--- src/rtl/hazard_ctrl.sv ---
// Stall/flush controller for the five-stage pipeline, including the HI/LO mult/div busy countdown.
// Optional performance counters are built only when HAZARD_PERF_EN is defined.
module hazard_ctrl #(
  parameter int MULDIV_CYCLES = 4  // legal range 2..31
) (
  input  logic        clk,
  input  logic        reset,
  input  logic [4:0]  ID_rs,
  input  logic [4:0]  ID_rt,
  input  logic        ID_UsesRs,
  input  logic        ID_UsesRt,
  input  logic        ID_UsesHiLo,
  input  logic        ID_IsMulDiv,
  input  logic        EX_RegWrite,
  input  logic        EX_MemToReg,
  input  logic [4:0]  EX_WriteReg,
  input  logic        EX_Redirect,
  input  logic        EX_MulDivStart,
  output logic        PC_Write,
  output logic        IF_ID_Write,
  output logic        IF_ID_Flush,
  output logic        ID_EX_Stall,
  output logic        MD_Busy,
  output logic [31:0] Perf_StallCnt,
  output logic [31:0] Perf_FlushCnt
);

  typedef enum logic {IDLE, MD_WAIT} md_state_t;

  localparam logic [4:0] MD_LOAD = 5'(MULDIV_CYCLES - 1);

  logic [4:0] md_cnt_reg;
  logic [4:0] md_cnt_next;
  md_state_t  md_state;
  logic       lu;
  logic       hl;
  logic       st;

  always_ff @(posedge clk) begin
    if (reset) begin
      md_cnt_reg <= 5'd0;
    end else begin
      md_cnt_reg <= md_cnt_next;
    end
  end

  // A new mult/div always reloads, even over an unfinished one; otherwise count down to 0.
  always_comb begin
    md_state    = (md_cnt_reg != 5'd0) ? MD_WAIT : IDLE;
    md_cnt_next = md_cnt_reg;
    if (EX_MulDivStart) begin
      md_cnt_next = MD_LOAD;
    end else begin
      case (md_state)
        MD_WAIT: md_cnt_next = md_cnt_reg - 5'd1;
        default: md_cnt_next = 5'd0;
      endcase
    end
  end

  always_comb begin
    lu = EX_MemToReg & EX_RegWrite & (EX_WriteReg != 5'd0) &
         ((ID_UsesRs & (ID_rs == EX_WriteReg)) | (ID_UsesRt & (ID_rt == EX_WriteReg)));
    // md_cnt==1 means HI/LO is written at the end of this cycle, so the reader may proceed.
    hl = (ID_UsesHiLo | ID_IsMulDiv) & (EX_MulDivStart | (md_cnt_reg >= 5'd2));
    st = lu | hl;
  end

  always_comb begin
    PC_Write    = 1'b1;
    IF_ID_Write = 1'b1;
    IF_ID_Flush = 1'b0;
    ID_EX_Stall = 1'b0;
    if (!reset) begin
      if (EX_Redirect) begin
        // The ID instruction is wrong-path, so its own stall request is moot.
        IF_ID_Flush = 1'b1;
        ID_EX_Stall = 1'b1;
      end else if (st) begin
        PC_Write    = 1'b0;
        IF_ID_Write = 1'b0;
        ID_EX_Stall = 1'b1;
      end
    end
  end

  assign MD_Busy = ~reset & (md_state == MD_WAIT);

`ifdef HAZARD_PERF_EN
  logic [31:0] stall_cnt_reg;
  logic [31:0] flush_cnt_reg;

  always_ff @(posedge clk) begin
    if (reset) begin
      stall_cnt_reg <= 32'd0;
      flush_cnt_reg <= 32'd0;
    end else begin
      if (EX_Redirect) begin
        flush_cnt_reg <= flush_cnt_reg + 32'd1;
      end else if (st) begin
        stall_cnt_reg <= stall_cnt_reg + 32'd1;
      end
    end
  end

  assign Perf_StallCnt = stall_cnt_reg;
  assign Perf_FlushCnt = flush_cnt_reg;
`else
  assign Perf_StallCnt = 32'd0;
  assign Perf_FlushCnt = 32'd0;
`endif

endmodule

--- config.mk ---
export PLATFORM = sky130hd
export DESIGN_NAME = hazard_ctrl
export DESIGN_NICKNAME = d
export VERILOG_FILES = /design/src/rtl/hazard_ctrl.sv
export SDC_FILE = /design/constraint.sdc
export NUM_CORES = 1
export LEC_CHECK = 0
export CAP_MARGIN = 10
export CORE_ASPECT_RATIO = 0.6
export CORE_MARGIN = 2
export CORE_UTILIZATION = 31
export CTS_BUF_LIST = sky130_fd_sc_hd__clkbuf_16
export DETAILED_ROUTE_END_ITERATION = 12
export GPL_TIMING_DRIVEN = 1
export HOLD_SLACK_MARGIN = 0.03
export PLACE_DENSITY = 0.94
export REMOVE_ABC_BUFFERS = 1
export SLEW_MARGIN = 40
export SYNTH_ARGS = -nofsm -noshare
export SYNTH_HDL_FRONTEND = slang
export SYNTH_SLANG_ARGS = --single-unit
--- constraint.sdc ---
create_clock -name clk -period 2.4 [get_ports clk]
set_input_delay 0.36 -clock clk [delete_from_list [all_inputs] [get_ports clk]]
set_output_delay 0.36 -clock clk [all_outputs]
set_load 0.005 [all_outputs]
After elaboration in Yosys (flattened, before gate mapping)
Cells that the tools add are included.
Storage, ports and cells
  memory bits (writable): 0
  memories: 0
  bits in latches: 0
  output and inout port bits: 69
  register bits after elaboration: 5
  bits in read-only memories: 0
Operators by class
  shift operators: 0
  reductions and logical operators: 3
  magnitude comparators: 1
  divide/modulo/power cells: 0
  $mul: 0
  bitwise operators: 13
  add/subtract/negate cells: 1
  mux-type cells: 11
  equal/unequal tests: 2
Operator list (count)
  equality test 5 bit: 2
  nonzero test 5 bit: 2
  2-to-1 mux 1 bit: 9
  AND 1 bit: 7
  greater-or-equal comparator 5 x 2 -> 1 bit (second input constant): 1
  subtractor 5 x 1 -> 5 bit (second input constant): 1
  2-to-1 mux 2 bit: 2
  bitwise OR 1 bit: 4
  OR reduction 3 bit: 1
  NOT 1 bit: 2

Logic depth before layout (Yosys ltp)
  depth in word-level cells: 8
  depth in mapped cells: 6
  gate-level depth less buffers: 6

Worst setup path after synthesis
Ideal clock, no wire load.
  kind: input -> output
  start: input port EX_WriteReg[1]
  end: output port PC_Write
  data required time: 2040 ps
  buffers on the path: 1
  stages: 5
  path slack: 597 ps
  arrival: 1443 ps
  cells stage by stage: or4_1 o211ai_2 or2b_2 a2bb2oi_2 buf_4
Between the ends
  longest elaborated chain between the ends: 8
  elaborated cells on any way between the ends: 12
  those cells by class: 2 x eq/ne; 3 x mux; 6 x bitwise; 1 x reduce/logical
Ends and longest elaborated chain
  start: declaration: line 16  | input logic [4:0] EX_WriteReg,
  equality test 5 bit: line 63  | ((ID_UsesRs & (ID_rs == EX_WriteReg)) | (ID_UsesRt & (ID_rt == EX_WriteReg)));
  AND 1 bit: line 63
  bitwise OR 1 bit: line 63
  AND 1 bit *: line 62  | lu = EX_MemToReg & EX_RegWrite & (EX_WriteReg != 5'd0) &
  bitwise OR 1 bit *: line 66  | st = lu | hl;
  2-to-1 mux 1 bit * (3 in series)
  end: declaration: line 19  | output logic PC_Write,
Mark *: on every way between the ends. The rest lies on a longest branch, timed or not.

Worst setup path in the final report
  start: input port ID_rt[2]
  end: output port ID_EX_Stall
Between the ends
  longest elaborated chain between the ends: 8
Ends and longest elaborated chain
  start: declaration: line 9  | input logic [4:0] ID_rt,
  equality test 5 bit: line 63
  AND 1 bit: line 63
  bitwise OR 1 bit: line 63
  AND 1 bit: line 62
  bitwise OR 1 bit: line 66
  2-to-1 mux 1 bit: line 79  | end else if (st) begin
  2-to-1 mux 1 bit: line 75  | if (EX_Redirect) begin
  2-to-1 mux 1 bit: line 74  | if (!reset) begin
  end: declaration: line 22  | output logic ID_EX_Stall,
Every way passes these cells.

==> impl_metrics.yaml <==
global_route:
  grtUsageTotal_pct: 8.92
  grt.overflow.total: 0
  grt_pass1_vias: 494
  grt_max_degree: 7
  grt_antenna_before_repair: 0
  grt_pass1_wl_um: 2190
synthesis:
  ys_ff_latch: 5
  ys_seq_area_share_pct: 10.9
  synth.area.top_cells: "buf_4 53%, dfxtp_1 11%, xor2_1 8.6%"
  synth_top_area_cell: "buf_4"
  synth_edf_count: 0
  ys_warn_count: 0
  netlist_area_sq_um: 921
  synth_async_sr_flop_share_pct: 0
  avgSynthCellArea_sq_um: 7.94
  synth_top_area_share_pct: 53.0
  syn_inst: 116
  ys_types: 24
  ys.flop_type: "dfxtp_1"
routing:
  vias: 653
  viasPerCell: 3.33
  ant_nets: 0
  drtIter0Drc: 3
  drt-pass1-iter-count: 4
  post_drt_wl_per_cell_um: 9.43
  drc: 0
  wl_um: 1850
floorplan:
  initial_core_util_pct: 32.3
  die_x_um: 74.4
  die_h_um: 46.2
  boundaryPins: 94
  rows: 15
  dieArea_sq_um: 3440
  core_sq_um: 2850
timing:
  setup_violations: 0
  rsz0062_at_grt: "false"
  period_share_pct: 92.8
  max_freq_mhz: 449
  clock_skew_ns: 0.000280
  period_minus_slack_ns: 2.23
  final-hold-violation-count: 0
  drv_slew: 0
worst_hold_path:
  worstHoldPathType: "flop to flop"
power:
  p_leak_uw: 0.000584
  power_frac_clock_pct: 48.3
  peakVddDrop_v: 0.000224
  p_switching_uw: 151
  intPower_uw: 399
  swShare_pct: 27.4
  p_per_area_nw_per_um2: 479
  seq_power_share_pct: 19.1
  p_comb_share_pct: 32.6
layout:
  stdcell_area_sq_um: 1150
  largest_reg_flops: 5
  insertedDiodeCount: 0
  final-seq-area_sq_um: 100
  final_nets: 183
  instances_no_fill: 196
  multi_input_area_sq_um: 574
  syn_to_final_growth_pct: 24.5
  drive_gt1_share_pct: 11.7
  fillers: 282
placement:
  dp_hpwl_um: 1590
  place_area_sq_um: 1060
  gp_congestion: 0.749
  io_buffers: 29
  dp.cells: 192
setup_path:
  critPathLaunchType: "input port"
  cp.arrival_ns: 1.87
  worstPathCellList: "clkdlybuf4s50_1 -> xor2_1 -> nor4_2 -> a32oi_1 -> o31ai_1 -> dlygate4sd2_1"
  worstPathRequired_ns: 2.04
  end_kind: "output pin"
  slowest_delay_ns: 0.43
  cp_max_fo: 2
  cp_slowest_cell: "clkdlybuf4s50_1"
  path_class: "input port to output pin"
clocking:
  clock_latency_ns: 0.22
  numCtsBuffers: 3
  root_buffer: "clkbuf_16"
  clock_sinks: 5
  cts_tree: "yes"
  h-tree-depth: 1
  cts.path.max_buffers: 2
  cts.clk_slew.worst_paths_ns: 0.03
outcome:
  outcome: "finished clean"
flow_run:
  cap_violations: 0
Yosys cell counts (2+ instances only):
| cell | count |
|---|---|
| o21ai_0 | 2 |
| ha_1 | 3 |
| buf_4 | 65 |
| xor2_1 | 9 |
| dfxtp_1 | 5 |
| nor3_1 | 6 |
| nor2_1 | 3 |
| xnor2_1 | 4 |
| nor4_1 | 2 |
| inv_1 | 3 |
kinds of logic after synthesis:
kind of cell	Yosys count	share of synthesized area, %
compound gates	9	8.02
simple gates	17	10.1
other cells	1	0.407
fa+ha+maj	3	4.08
flops	5	10.9
buf+inv	68	54.2
xor+xnor	13	12.4
layout make-up:
class | instances | share of cell area (%)
Multi-Input combinational cell | 106 | 50.1
Timing Repair Buffer | 36 | 28.7
Sequential cell | 5 | 8.73
Clock buffer | 3 | 6.55
Tap cell | 42 | 4.59
Inverter | 3 | 0.983
Clock inverter | 1 | 0.328
cells in the final DEF, fill, tap and decap left out, types with 4 or more instances in the layout:
cell type and n:
xor2_1 9, inv_1 4, xnor2_1 4, nor3_1 6
conb_1 64, buf_4 7, dlygate4sd2_1 5, dfxtp_1 5
clkdlybuf4s50_1 21
power groups by stage:
stage                     Sequential (uW)  Clock, uW  Combinational, uW
after floorplan                       104          0               92.1
after global placement                105          0                174
after detailed placement              106          0                178
after CTS                             105        270                175
after global routing                  107        274                201
final                                 105        265                179
per-layer routing:
layer  global-route usage, %  vias to the layer above  part of all wire [%]  wire (um)
met2                    14.3                       25                    55       1020
met1                    11.5                      306                    40        735
met5                       0                        -                     0          0
li1                        -                      320                     -          -
met4                    6.43                        0                   1.0         19
met3                   0.656                        2                   3.8         70
timing repair:
item / CTS / global route
pin swaps: 1 / 3
endpoints found under the setup margin: 3 / 2
gates resized for setup: 8 / 7
hold buffers: 0 / 0
buffers inserted: 0 / 0
stage by stage:
step	hold slack [ns]	setup TNS (ns)	setup WS [ns]	power (uW)	utilization (%)
after CTS	0.485	0	0.0232	550	39.9
after detailed placement	0.478	-0.929	-0.342	285	37.3
final	0.490	0	0.173	549	40.2
after global routing	0.495	0	0.0317	582	40.2
after global placement	0.481	-0.781	-0.279	279	37.3
after floorplan	0.437	0	0.706	196	-
worst paths after layout:
kind	startpoint	end	slack (ns)	cells after the start
max	ID_rt[2]	ID_EX_Stall	0.17	6
min reg2reg	md_cnt_reg[0]$_SDFF_PP0_	md_cnt_reg[0]$_SDFF_PP0_	0.49	1
min	md_cnt_reg[0]$_SDFF_PP0_	md_cnt_reg[0]$_SDFF_PP0_	0.49	1
max reg2reg	md_cnt_reg[1]$_SDFF_PP0_	md_cnt_reg[4]$_SDFF_PP0_	1.27	4
critical path: cells and delay by family:
kind / cells / cell delay (ns)
compound gates: 2 / 0.31
xor+xnor: 1 / 0.16
buf+inv: 2 / 0.69
simple gates: 1 / 0.34
Power figures use the tool's default switching activity.
